===== config.mk =====
export PLATFORM = sky130hd
export DESIGN_NAME = key_valid_ctrl
export DESIGN_NICKNAME = d
export VERILOG_FILES = /design/src/rtl/key_ctrl_pkg.sv /design/src/rtl/key_sync.sv /design/src/rtl/key_valid_ctrl.sv
export SDC_FILE = /design/constraint.sdc
export NUM_CORES = 1
export LEC_CHECK = 0
export ABC_AREA = 0
export BUFFER_PORTS_ARGS = -buffer_cell sky130_fd_sc_hd__buf_2
export CORE_MARGIN = 4
export CORE_UTILIZATION = 65
export DETAILED_ROUTE_END_ITERATION = 7
export PLACE_DENSITY = 0.95
export SYNTH_ARGS = -nofsm -noshare
export SYNTH_HDL_FRONTEND = slang
export SYNTH_SLANG_ARGS = --single-unit

===== constraint.sdc =====
create_clock -name sys_clk -period 5.2 [get_ports sys_clk]
set_clock_uncertainty 0.05 [all_clocks]
set_input_delay 0 -clock sys_clk [delete_from_list [all_inputs] [get_ports sys_clk]]
set_output_delay 0 -clock sys_clk [all_outputs]
set_load 0.05 [all_outputs]

===== src/rtl/key_ctrl_pkg.sv =====
// Shared types and default timing constants for the key/valid control stage.
package key_ctrl_pkg;

  typedef enum logic [1:0] {IDLE, PRESS_DB, HELD, RELEASE_DB} key_state_t;

  // 20 ms debounce and 5 s auto-off at 50 MHz, both expressed as count-1.
  localparam int unsigned DEBOUNCE_CNT_DEF = 999_999;
  localparam int unsigned AUTO_OFF_CNT_DEF = 249_999_999;

endpackage


===== src/rtl/key_sync.sv =====
// Two-flop synchroniser for one asynchronous input, with a selectable reset level.
module key_sync #(
  parameter logic RST_VAL = 1'b1
) (
  input  logic i_clk,
  input  logic i_rst,
  input  logic i_d,
  output logic o_q
);

  logic r_meta;
  logic r_q;

  always_ff @(posedge i_clk or posedge i_rst) begin
    if (i_rst) begin
      r_meta <= RST_VAL;
      r_q    <= RST_VAL;
    end else begin
      r_meta <= i_d;
      r_q    <= r_meta;
    end
  end

  assign o_q = r_q;

endmodule


===== src/rtl/key_valid_ctrl.sv =====
// Debounces an active-low push-button and toggles the flasher valid on each press.
// Optional valid auto-off timer is enabled by defining KEY_AUTO_OFF_EN.
module key_valid_ctrl
  import key_ctrl_pkg::*;
#(
  parameter int unsigned DEBOUNCE_CNT = DEBOUNCE_CNT_DEF
`ifdef KEY_AUTO_OFF_EN
  , parameter int unsigned AUTO_OFF_CNT = AUTO_OFF_CNT_DEF
`endif
) (
  input  logic sys_clk,
  input  logic rst,
  input  logic key_in,
  output logic valid,
  output logic press_pulse,
  output logic key_level
);

  localparam int unsigned CNT_W = (DEBOUNCE_CNT > 0) ? $clog2(DEBOUNCE_CNT + 1) : 1;
  localparam logic [CNT_W-1:0] CNT_MAX = CNT_W'(DEBOUNCE_CNT);

  logic             w_key_s;
  key_state_t       r_state, w_state_nxt;
  logic [CNT_W-1:0] r_cnt, w_cnt_nxt;
  logic             r_valid, w_valid_nxt;
  logic             r_pulse, w_pulse_nxt;
  logic             r_level, w_level_nxt;
  logic             w_press;

  key_sync #(.RST_VAL(1'b1)) u_key_sync (
    .i_clk (sys_clk),
    .i_rst (rst),
    .i_d   (key_in),
    .o_q   (w_key_s)
  );

  always_ff @(posedge sys_clk or posedge rst) begin
    if (rst) begin
      r_state <= IDLE;
      r_cnt   <= '0;
      r_valid <= 1'b0;
      r_pulse <= 1'b0;
      r_level <= 1'b1;
    end else begin
      r_state <= w_state_nxt;
      r_cnt   <= w_cnt_nxt;
      r_valid <= w_valid_nxt;
      r_pulse <= w_pulse_nxt;
      r_level <= w_level_nxt;
    end
  end

  // Debounce FSM: the counter only advances while the level stays put.
  always_comb begin
    w_state_nxt = r_state;
    w_cnt_nxt   = r_cnt;
    w_pulse_nxt = 1'b0;
    w_level_nxt = r_level;
    w_press     = 1'b0;
    case (r_state)
      IDLE: begin
        if (!w_key_s) begin
          w_state_nxt = PRESS_DB;
          w_cnt_nxt   = '0;
        end
      end
      PRESS_DB: begin
        if (w_key_s) begin
          w_state_nxt = IDLE;
        end else if (r_cnt == CNT_MAX) begin
          w_state_nxt = HELD;
          w_pulse_nxt = 1'b1;
          w_level_nxt = 1'b0;
          w_press     = 1'b1;
        end else begin
          w_cnt_nxt = r_cnt + CNT_W'(1);
        end
      end
      HELD: begin
        if (w_key_s) begin
          w_state_nxt = RELEASE_DB;
          w_cnt_nxt   = '0;
        end
      end
      RELEASE_DB: begin
        if (!w_key_s) begin
          w_state_nxt = HELD;
        end else if (r_cnt == CNT_MAX) begin
          w_state_nxt = IDLE;
          w_level_nxt = 1'b1;
        end else begin
          w_cnt_nxt = r_cnt + CNT_W'(1);
        end
      end
    endcase
  end

`ifdef KEY_AUTO_OFF_EN
  localparam int unsigned TMR_W = (AUTO_OFF_CNT > 0) ? $clog2(AUTO_OFF_CNT + 1) : 1;
  localparam logic [TMR_W-1:0] TMR_MAX = TMR_W'(AUTO_OFF_CNT);

  logic [TMR_W-1:0] r_timer, w_timer_nxt;

  always_ff @(posedge sys_clk or posedge rst) begin
    if (rst) r_timer <= '0;
    else     r_timer <= w_timer_nxt;
  end

  // A press on the timeout cycle takes priority over the timeout.
  always_comb begin
    w_valid_nxt = r_valid;
    w_timer_nxt = r_timer;
    if (w_press) begin
      w_valid_nxt = ~r_valid;
      w_timer_nxt = '0;
    end else if (!r_valid) begin
      w_timer_nxt = '0;
    end else if (r_timer == TMR_MAX) begin
      w_valid_nxt = 1'b0;
      w_timer_nxt = '0;
    end else begin
      w_timer_nxt = r_timer + TMR_W'(1);
    end
  end
`else
  always_comb begin
    w_valid_nxt = r_valid;
    if (w_press) w_valid_nxt = ~r_valid;
  end
`endif

  assign valid       = r_valid;
  assign press_pulse = r_pulse;
  assign key_level   = r_level;

endmodule


; Word level (Yosys, flattened, before mapping)
; Cells that the tools add are included.
[word_totals]
register_bits = 27
latchBits = 0
ramBits = 0
romBits = 0
in_bits = 3
n_memories = 0
[classes]
addsub = 1
multipliers = 0
div = 0
magnitude_cmp = 0
eq_ne = 12
shifts = 0
muxes = 21
n_bitwise = 1
n_reduce_logical = 5
[ops]
columns = cell, count
row1 = 20-bit two-way mux, 5
row2 = 20-bit one-hot mux with 4 select lines, 1
row3 = "20-bit by 1-bit adder with 20-bit output, second input constant", 1
row4 = "20-bit equality test, second input constant", 1
row5 = 2-bit two-way mux, 6
row6 = "2-bit inequality test, second input constant", 4
row7 = 2-bit one-hot mux with 4 select lines, 1
row8 = 4-bit AND reduction, 2
row9 = 1-bit two-way mux, 7
row10 = 5-bit AND reduction, 1
row11 = "2-bit equality test, second input constant", 2
row12 = "2-bit by 1-bit inequality test with 1-bit output, second input constant", 2
row13 = "3-bit by 2-bit inequality test with 1-bit output, second input constant", 1
row14 = "3-bit inequality test, second input constant", 1
row15 = "2-bit by 1-bit equality test with 1-bit output, second input constant", 1
row16 = 2-bit zero test, 1
row17 = 1-bit one-hot mux with 2 select lines, 1
row18 = 2-bit nonzero test, 1
row19 = 1-bit NOT, 1

; Logic depth before layout (Yosys ltp)
[depth]
depth_word = 4
mapped_depth = 7
depth_no_buf = 5

; Hierarchy
; A second synthesis with hierarchy kept.
[unflattened]
cells_unflattened = 152
area_unflattened_um2 = 1420.1
[modules_own_cells]
columns = module, n_inst, cells_each, area_per_inst_um2, seq_area_each_um2
row1 = key_valid_ctrl, 1, 149, 1363.8, 626.9
row2 = key_sync, 1, 3, 56.3, 52.6

; Worst setup path before layout
; Ideal clock, no wire load.
[synth_path]
path_type = reg2reg
from = register u_key_sync.r_q, in the netlist u_key_sync.o_q
to = register r_cnt[5]
arrival_ns = 1.546
required_ns = 5.081
slack_ns = 3.535
path_stages_with_launch = 6
path_buffers = 1
synth_period_minus_slack_ns = 1.665
path_cell_list = dfstp_2 > buf_2 > xnor2_2 > nand2_1 > or4_1 > nand3_1
[synth_via]
elab_chain_len = 2
word_cells_on_any_way = 5
cone_classes = eq/ne: 4 / reduce/logical: 1
[synth_lines]
columns = item, line_no
row1 = from (decl), key_sync.sv:12  ; logic r_q;
row2 = from (signal assigned), key_sync.sv:20  ; r_q <= r_meta;
row3 = 2-bit inequality test (no source line) or 2-bit by 1-bit inequality test with 1-bit output (tied branches), -
row4 = 4-bit AND reduction (no source line) (*), -
row5 = to (signal assigned), key_valid_ctrl.sv:46  ; r_cnt <= w_cnt_nxt;
row6 = to (decl), key_valid_ctrl.sv:24  ; logic [CNT_W-1:0] r_cnt, w_cnt_nxt;
; Every way passes the cells marked *; elsewhere a longest branch is shown, timed or not.
; A chain may end at the register's enable or synchronous reset.

; Worst setup path after layout
[layout_path]
from = register u_key_sync.r_q, in the netlist u_key_sync.o_q
to = register r_cnt[16]
; Same word-level chain as after synthesis.

==> metrics.md <==
| Metric | Value |
|---|---|
| Maximum clock rate | `420 MHz` |
| Routed length per placed instance | `17.5 µm` |
| FF-to-FF End | `r_cnt[16]$_DFFE_PP0P_` |
| Worst hold path stage count | `2` |
| Largest fanout on the critical path | `21` |
| Setup violations, final | `0` |
| Clock-pin slew on the worst setup and hold paths | `0.14 ns` |
| Synthesis-to-finish area growth | `4.15%` |
| Number of cells on the worst reg-to-reg path | `5` |
| Placement Rows | `17` |
| Register area | `679 µm²` |
| Antenna Cells | `0` |
| CP arrival | `2.58 ns` |
| Library cell with the largest summed area after synthesis | `sky130_fd_sc_hd__dfrtp_1` |
| Aggregate negative setup slack | `0 ns` |
| Pint | `251 µW` |
| Max cap viols | `0` |
| Number of enable-type register cells in the synthesized netlist | `0` |
| Final clock period utilization by the worst path | `45.8%` |
| Count of final max-slew check failures | `0` |
| Sequential group share of total power | `66.1%` |
| Most used standard cell by instance count after synthesis | `sky130_fd_sc_hd__dfrtp_1` |
| Run status | `finished, final reports clean` |
| Minimum setup slack after placement | `2.96 ns` |
| H-tree level count | `1` |
| Clock root buffer | `sky130_fd_sc_hd__clkbuf_4` |
| Standard cell core area | `2210 µm²` |
| Vias in the first global route | `1223` |
| Worst Hold Launch | `key_in` |
| Number of buffers on the longest clock path | `2` |
| Number of DRC violations after detailed routing | `0` |
| Mean cell area of the mapped netlist | `9.93 µm²` |
| Total iterations of the first detailed-routing run | `4` |
| Routed Wire Length | `3.24 mm` |
| Actual slew at the worst max-slew pin | `1.00 ns` |
| Die W | `56.2 µm` |
| Number of placed instances, taps included | `179` |
| DIE AREA | `3160 µm²` |
| Part of the total power dissipated in combinational logic | `7.2%` |
| Number of sinks driven by the clock tree | `27` |
| Power Dens Cells | `213 nW/µm²` |
| Net Count, Synth | `156` |
| Global placement routability congestion | `0.951` |
| CTS tree | `yes` |
| Leakage Power | `0.000624 µW` |
| Critical path data required time | `5.40 ns` |
| Seq cells post-synth | `27` |
| Skew-Pair Late Insertion Delay | `0.33 ns` |
| Total clock buffers created by CTS | `3` |
| R2R setup slack | `2.82 ns` |
| Unrepaired setup endpoints after global routing | `no` |
| Commonest cells post-synth | `sky130_fd_sc_hd__dfrtp_1, sky130_fd_sc_hd__nand2_1, sky130_fd_sc_hd__o21ai_0` |
| Portion of synthesized cell area occupied by the leading cell type | `39.8%` |
| Sequential fraction of the synthesis area | `45.0%` |
| Count of endpoints failing hold in the final timing report | `0` |
| Effective utilization at floorplan | `68.2%` |
| Fill cell count | `161` |
| Global-route wire length before repair | `5.80 mm` |
| Fraction of final layout cells with drive strength greater than 1 | `19.1%` |
| Aggregate global-route resource usage | `23.1%` |
| Final critical-path setup slack | `2.82 ns` |
| Post-cts repair resize count | `0` |
| Sw frac | `24.8%` |
| Overflow left after global routing | `0` |
| Via density | `6.70` |
| Number of DRC violations after detailed-routing iteration 0 | `41` |
| Critical Setup Path Class | `register to register` |
| Combined area of all synthesized cells | `1510 µm²` |
| Net switching power | `82.9 µW` |
| Crit start category | `register` |
| Reg-to-reg startpoint | `u_key_sync.o_q$_DFF_PP1_` |
| Clock Power Share | `26.7%` |
| Vias after detailed routing | `1240` |
| Terminating pin of the worst hold path | `u_key_sync.r_meta$_DFF_PP1_` |
| Category of the worst setup path capture point | `register` |
| Power, Total | `334 µW` |
| Maximum number of pins on one net before global-route repair | `28` |
| Die height | `56.2 µm` |
| Initial antenna violation count | `0` |
| DRT antenna net count | `0` |
| Worst slew margin relative to its limit | `33.1%` |
| HP Class | `input pin to register` |
| Gate count of the mapped netlist | `152` |
| Cell Count, Final, Fillers Out | `185` |
| Port Buffer Count | `5` |
| Final net count | `162` |
| Number of ports placed on the die boundary | `6` |
| Worst vdd ir | `0.186 mV` |
| Area taken by multi-input logic gates | `758 µm²` |
| Top cells by area, synth | `sky130_fd_sc_hd__dfrtp_1, sky130_fd_sc_hd__dfstp_2, sky130_fd_sc_hd__nand2_1, sky130_fd_sc_hd__a31oi_1, sky130_fd_sc_hd__o21ai_0` |
| HPWL after detailed placement | `2.29 mm` |
| Count of synthesis-stage warnings from yosys | `0` |
| Async set or reset register ratio after synthesis | `100%` |
| Top flip-flop cell by instance count after synthesis | `sky130_fd_sc_hd__dfrtp_1` |
| Time the final worst path needs with I/O delays and setup | `2.38 ns` |
| Count of unique library cells instantiated by Yosys | `45` |
==> through the flow <==
| stage | util, % | instance area (µm²) | hold WS (ns) |
|---|---|---|---|
| after floorplan | - | 1510 | -0.0455 |
| after global placement | 68.9 | 1520 | 0.0568 |
| after detailed placement | 68.9 | 1520 | 0.0572 |
| after CTS | 71.0 | 1570 | 0.235 |
| after global routing | 71.0 | 1570 | 0.247 |
| final | 71.0 | 1570 | 0.270 |
==> critical path: stages, from the launching register on <==
cell	delay [ns]
sky130_fd_sc_hd__dfstp_2	0.65
sky130_fd_sc_hd__xnor2_2	0.18
sky130_fd_sc_hd__nand2_1	0.21
sky130_fd_sc_hd__a21oi_2	0.71
sky130_fd_sc_hd__o21ai_0	0.25
sky130_fd_sc_hd__a31oi_1	0.25
==> final cells by class <==
| cell class | count | share of cell area (%) |
|---|---|---|
| inverters | 7 | 1.67 |
| multi-input cells | 112 | 48.2 |
| clock buffers | 3 | 1.43 |
| well taps | 28 | 2.23 |
| flip-flops and latches | 27 | 43.2 |
| clock inverters | 1 | 0.318 |
| repair buffers | 7 | 2.87 |
==> cell usage in the layout, fill, tap and decap left out, types with 2 or more instances in the layout <==
master / netlist / layout
sky130_fd_sc_hd__dfrtp_1: 24 / 24
sky130_fd_sc_hd__nand2_1: 17 / 17
sky130_fd_sc_hd__o21ai_0: 11 / 11
sky130_fd_sc_hd__nand3_1: 10 / 10
sky130_fd_sc_hd__a21oi_1: 9 / 9
sky130_fd_sc_hd__a31oi_1: 9 / 9
sky130_fd_sc_hd__inv_1: 6 / 6
sky130_fd_sc_hd__nor2_1: 5 / 5
sky130_fd_sc_hd__buf_2: 2 / 5
sky130_fd_sc_hd__nor3_1: 4 / 4
sky130_fd_sc_hd__xor2_1: 4 / 4
sky130_fd_sc_hd__or3_1: 4 / 4
sky130_fd_sc_hd__nand4_1: 4 / 4
sky130_fd_sc_hd__o21ai_1: 3 / 3
sky130_fd_sc_hd__clkbuf_4: 0 / 3
sky130_fd_sc_hd__dfstp_2: 3 / 3
sky130_fd_sc_hd__nand4_2: 2 / 2
sky130_fd_sc_hd__a41oi_1: 2 / 2
sky130_fd_sc_hd__and4_2: 2 / 2
sky130_fd_sc_hd__and2_1: 2 / 2
sky130_fd_sc_hd__nor3_4: 2 / 2
sky130_fd_sc_hd__mux2i_1: 2 / 2
sky130_fd_sc_hd__dlygate4sd3_1: 0 / 2
==> how the worst max path moves through the flow <==
stage	to	depth (start not counted)	from
after floorplan	r_cnt[5]$_DFFE_PP0P_	5	u_key_sync.o_q$_DFF_PP1_
after global placement	r_cnt[8]$_DFFE_PP0P_	5	u_key_sync.o_q$_DFF_PP1_
after detailed placement	r_cnt[16]$_DFFE_PP0P_	5	u_key_sync.o_q$_DFF_PP1_
after CTS	r_cnt[16]$_DFFE_PP0P_	5	u_key_sync.o_q$_DFF_PP1_
after global routing	r_cnt[16]$_DFFE_PP0P_	5	register
final	r_cnt[16]$_DFFE_PP0P_	5	u_key_sync.o_q$_DFF_PP1_
==> state kept, by name, indices dropped and copies added (netlist names), named ones only <==
name and cells:
r_cnt 20, valid 1, u_key_sync.o_q 1, u_key_sync.r_meta 1, r_state 1, key_level 1
press_pulse 1
==> logic make-up (layout without fill, tap and decap cells) <==
group,after synthesis,in the layout,share of synthesized area [%]
buf+inv,13,18,4.73
fa+ha+maj,1,1,0.829
simple gates,59,59,25.2
flops,27,27,45.0
mux,2,2,1.33
xor+xnor,5,5,3.40
compound gates,45,45,19.5
==> timing repair <==
item	4_1_cts	5_1_grt
hold buffers	2	0
endpoints found under the hold margin	25	0
setup buffers	0	0
==> power by group through the flow <==
stage	sequential, µW	clock (µW)	combinational [µW]
3_5_place_dp	224	0	22.5
3_3_place_gp	224	0	21.5
4_1_cts	221	92.3	24.0
2_1_floorplan	222	0	21.4
6_report	221	89.1	24.2
5_1_grt	222	104	27.3
==> metal layers <==
metal	vias to the layer above	global-route usage [%]	routed length (µm)
met5	-	0	0
met3	7	4.18	172
li1	585	-	-
met4	0	8.14	48
met2	46	35.1	1580
met1	602	32.9	1430
Power figures use the tool's default switching activity.
